File: config.mk
export PLATFORM = sky130hd
export DESIGN_NAME = alu_share_arbiter
export DESIGN_NICKNAME = d
export VERILOG_FILES = /design/src/rtl/alu_share_arbiter.sv
export SDC_FILE = /design/constraint.sdc
export NUM_CORES = 1
export LEC_CHECK = 0
export BUFFER_PORTS_ARGS = -buffer_cell sky130_fd_sc_hd__buf_2
export CAP_MARGIN = 20
export CORE_MARGIN = 2
export CORE_UTILIZATION = 32
export CTS_CLUSTER_SIZE = 8
export DETAILED_ROUTE_END_ITERATION = 10
export HOLD_SLACK_MARGIN = 0.03
export PLACE_DENSITY = 0.77
export SYNTH_ARGS = -nofsm -noshare
export SYNTH_HDL_FRONTEND = slang
export SYNTH_SLANG_ARGS = --single-unit
File: constraint.sdc
create_clock -name i_clk -period 1.73 [get_ports i_clk]
set_input_delay 0.346 -clock i_clk [delete_from_list [all_inputs] [get_ports i_clk]]
set_output_delay 0.346 -clock i_clk [all_outputs]
set_load 0.02 [all_outputs]
File: src/rtl/alu_share_arbiter.sv
// Round-robin arbiter sharing one combinational ALU between the execute stage (req0)
// and the address/auxiliary unit (req1); owns the response register and the flag register.
module alu_share_arbiter #(
    parameter int N = 16
) (
    input  logic         i_clk,
    input  logic         i_rst,
    input  logic         i_req0_valid,
    input  logic [N-1:0] i_req0_src,
    input  logic [N-1:0] i_req0_dst,
    input  logic [1:0]   i_req0_op,
    output logic         o_req0_ready,
    input  logic         i_req1_valid,
    input  logic [N-1:0] i_req1_src,
    input  logic [N-1:0] i_req1_dst,
    input  logic [1:0]   i_req1_op,
    output logic         o_req1_ready,
    output logic [N-1:0] o_alu_src,
    output logic [N-1:0] o_alu_dst,
    output logic [1:0]   o_alu_ctrl,
    input  logic [N-1:0] i_alu_out,
    input  logic         i_alu_carry,
    input  logic         i_alu_zero,
    input  logic         i_alu_neg,
    input  logic         i_resp_ready,
    output logic         o_resp_valid,
    output logic         o_resp_id,
    output logic [N-1:0] o_resp_data,
    output logic         o_resp_err,
    output logic         o_flag_c,
    output logic         o_flag_z,
    output logic         o_flag_n
);

    localparam logic [1:0] OP_ADD  = 2'd0;
    localparam logic [1:0] OP_NOT  = 2'd1;
    localparam logic [1:0] OP_HOLD = 2'd2;
    localparam logic [1:0] OP_ILL  = 2'd3;

    logic         r_resp_valid;
    logic         r_resp_id;
    logic [N-1:0] r_resp_data;
    logic         r_resp_err;
    logic         r_flag_c;
    logic         r_flag_z;
    logic         r_flag_n;
    logic         r_last_grant;

    logic         w_can_issue;
    logic         w_gnt0;
    logic         w_gnt1;
    logic [1:0]   w_op;
    logic [N-1:0] w_dst;

    // Reset suppresses grants so nothing is consumed from a requester during rst.
    assign w_can_issue = !i_rst && (!r_resp_valid || i_resp_ready);
    assign w_gnt0 = w_can_issue && i_req0_valid && (!i_req1_valid || r_last_grant);
    assign w_gnt1 = w_can_issue && i_req1_valid && (!i_req0_valid || !r_last_grant);

    assign o_req0_ready = w_gnt0;
    assign o_req1_ready = w_gnt1;

    always_comb begin
        o_alu_src = '0;
        w_dst     = '0;
        w_op      = OP_HOLD;
        if (w_gnt0) begin
            o_alu_src = i_req0_src;
            w_dst     = i_req0_dst;
            w_op      = i_req0_op;
        end else if (w_gnt1) begin
            o_alu_src = i_req1_src;
            w_dst     = i_req1_dst;
            w_op      = i_req1_op;
        end
    end

    assign o_alu_dst  = w_dst;
    assign o_alu_ctrl = (w_op == OP_ILL) ? OP_HOLD : w_op;

    always_ff @(posedge i_clk) begin
        if (i_rst) begin
            r_resp_valid <= 1'b0;
            r_resp_id    <= 1'b0;
            r_resp_data  <= '0;
            r_resp_err   <= 1'b0;
            r_flag_c     <= 1'b0;
            r_flag_z     <= 1'b0;
            r_flag_n     <= 1'b0;
            r_last_grant <= 1'b1;
        end else if (w_gnt0 || w_gnt1) begin
            r_resp_valid <= 1'b1;
            r_resp_id    <= w_gnt1;
            r_last_grant <= w_gnt1;
            r_resp_err   <= (w_op == OP_ILL);
            case (w_op)
                OP_ADD, OP_NOT: begin
                    r_resp_data <= i_alu_out;
                    r_flag_c    <= i_alu_carry;
                    r_flag_z    <= i_alu_zero;
                    r_flag_n    <= i_alu_neg;
                end
                OP_HOLD: r_resp_data <= w_dst;
                default: r_resp_data <= '0;
            endcase
        end else if (i_resp_ready) begin
            r_resp_valid <= 1'b0;
        end
    end

    assign o_resp_valid = r_resp_valid;
    assign o_resp_id    = r_resp_id;
    assign o_resp_data  = r_resp_data;
    assign o_resp_err   = r_resp_err;
    assign o_flag_c     = r_flag_c;
    assign o_flag_z     = r_flag_z;
    assign o_flag_n     = r_flag_n;

endmodule

==> flow_summary.json <==
{
  "synth_edf_count": 0,
  "min_from": "i_alu_neg",
  "grt_pass1_wl_um": 11850,
  "area_delta_synth_final_pct": 138.5,
  "yosysUniqueCellTypes": 27,
  "synthArstFlopShare_pct": 0,
  "p_int_w": 0.001259,
  "grt_pass1_vias": 2521,
  "io_pins": 150,
  "post-place-ws_ns": -0.2164,
  "wl_um": 8955,
  "p_leak_nw": 1.743,
  "grt_start_max_net_pins": 18,
  "rsz0062_at_grt": "true",
  "power.density_nw_per_um2": 573.3,
  "crit_type": "reg2out",
  "final_antenna_net_count": 0,
  "antenna_cells": 0,
  "p_seq_share_pct": 30.7,
  "worst_pin_slew_ns": 0.3855,
  "vias_per_cell": 5.538,
  "synthTopCellsByArea": "dfxtp_1 (31%), a22o_1 (20%), nand2_1 (16%)",
  "fin_skew_ns": 0.007852,
  "crit_fanout": 8,
  "cp-start-kind": "flip-flop",
  "vias": 2520,
  "die_width_um": 71.64,
  "hold_violations": 0,
  "p_sw_w": 0.0007427,
  "syn-num-nets": 289,
  "whs_ns": 0.3504,
  "synthFlopType": "dfxtp_1",
  "p_clk_share_pct": 17.1,
  "r2r_start": "o_resp_valid",
  "arrival_ns": 1.69,
  "clock_latency_ns": 0.26,
  "clk_pin_slew_ns": 0.09,
  "cts_tree": "done",
  "tns_ns": -12.32,
  "violations": "setup timing",
  "drc_errors": 0,
  "port_buffers": 149,
  "cts.sinks": 23,
  "yosysTopAreaCellShare_pct": 31.45,
  "synth_area_um2": 1464,
  "period_share_pct": 117.6,
  "antenna_found_initial": 0,
  "wl_per_cell_um": 19.68,
  "end_kind": "primary output",
  "core_area_um2": 4384,
  "startpoint": "o_resp_valid",
  "max_freq_mhz": 491.3,
  "synth_commonest_cells": "nand2_1 (62), a22o_1 (33), dfxtp_1 (23)",
  "irDropWorstVdd_mv": 0.3603,
  "postSynthAreaPerCell_um2": 7.431,
  "power_frac_comb_pct": 52.2,
  "power_w": 0.002002,
  "cts_root_buf": "clkbuf_8",
  "swShare_pct": 37.10,
  "h-tree-depth": 1,
  "synth_most_common_cell": "nand2_1",
  "synth_cells": 197,
  "drtPass1Iterations": 4,
  "worst_slack_ns": -0.3052,
  "relSlewSlack_pct": 74.21,
  "nNetsFinal": 496,
  "clk_path_buf_depth": 2,
  "grt-ovfl-total": 0,
  "fin_crit_ns": 2.035,
  "cts_hold_buf": 0,
  "dieArea_um2": 5132,
  "hold_class": "in2reg",
  "rows": 24,
  "required_ns": 1.38,
  "ys_ff_latch": 23,
  "finalSetupViolations": 56,
  "drive_gt1_share_pct": 66.75,
  "drv_slew": 0,
  "gp_congestion": 0.7617,
  "start_util_pct": 33.39,
  "seq_area_frac_synth_pct": 31.45,
  "status": "complete, but fails checks",
  "first_iter_violations": 152,
  "ys_warn_count": 0,
  "fp.dieH_um": 71.64,
  "synth_largest_area_cell": "dfxtp_1",
  "dp_hpwl_um": 4586,
  "grtUsageTotal_pct": 29.24,
  "maxCapViolCount": 0,
  "cts_buffers": 3
}
-- worst max-delay path: stages (launching register included) --
cell	delay (ns)
dfxtp_2	0.35
nor2b_4	0.14
a2111oi_4	0.29
buf_6	0.22
buf_6	0.12
a22o_1	0.17
buf_6	0.13
-- cells by family after synthesis --
group	synth area share [%]
buffers and inverters	6.496
and+or+nand+nor	20.00
muxes	2.564
AOI/OAI and AO/OA	39.49
DFF	31.45
-- timing repair --
item,4_1_cts,5_1_grt
setup buffers,18,8
pin swaps,10,12
resized for setup,97,22
hold endpoints to repair,0,0
cloned,5,1
setup endpoints to repair,51,56
-- state kept, by name, indices dropped and copies added, names as in the netlist --
register	count
o_flag_z	1
o_resp_err	1
o_resp_data	16
o_flag_c	1
o_resp_id	1
r_last_grant	1
o_resp_valid	1
o_flag_n	1
-- path summary, 6_finish.rpt --
kind | slack (ns) | end | depth (start not counted)
hold reg to reg | 0.50 | o_flag_n | 2
setup reg to reg | -0.23 | o_resp_data[3] | 8
setup / recovery | -0.31 | o_alu_src[0] | 6
hold / removal | 0.35 | o_flag_n | 3
-- routing by layer --
metal  share of wire [%]  global-route usage, %  wire [µm]
met1                  33                  30.15       2944
met2                  52                  55.86       4689
met3                 9.8                  7.314        875
met4                 5.0                  11.53        446
met5                   0                      0          0
-- cell usage in the layout, fill, tap and decap left out, types with 2 or more instances in the layout --
cell type  instances
nand2_2            3
a22oi_2            2
nand3_1            4
buf_6             42
dfxtp_1           21
o21ai_1           16
buf_4             49
a22o_1            24
mux2_4             4
buf_12             6
clkbuf_8           3
a21oi_1            4
nor2_1             2
buf_8              3
nand2_1           58
a22o_4             9
a21oi_4           15
buf_2            114
-- final cells by class --
type | count | area, µm²
Multi-Input combinational cell | 157 | 1269
Clock buffer | 4 | 45.04
Timing Repair Buffer | 216 | 1629
Tap cell | 52 | 65.06
Fill cell | 270 | 892.1
Inverter | 3 | 18.77
Sequential cell | 23 | 465.4
-- metrics by stage --
| step | instances | util (%) | area, µm² |
|---|---|---|---|
| 4_1_cts | 447 | 76.66 | 3361 |
| 2_1_floorplan | 197 | - | 1733 |
| 3_5_place_dp | 420 | 63.53 | 2785 |
| 3_3_place_gp | 420 | 63.53 | 2785 |
| 5_1_grt | 455 | 79.65 | 3492 |
| 6_report | 455 | 79.65 | 3492 |
-- power groups by stage --
stage               Sequential (W)  Clock (W)  Combinational (W)
floorplan                 0.000686          0           0.000387
global placement          0.000621          0           0.000780
detailed placement        0.000622          0           0.000794
CTS                       0.000610   0.000339           0.000968
global route              0.000619   0.000370            0.00109
finish                    0.000614   0.000343            0.00104
(Power assumes the default switching activity.)
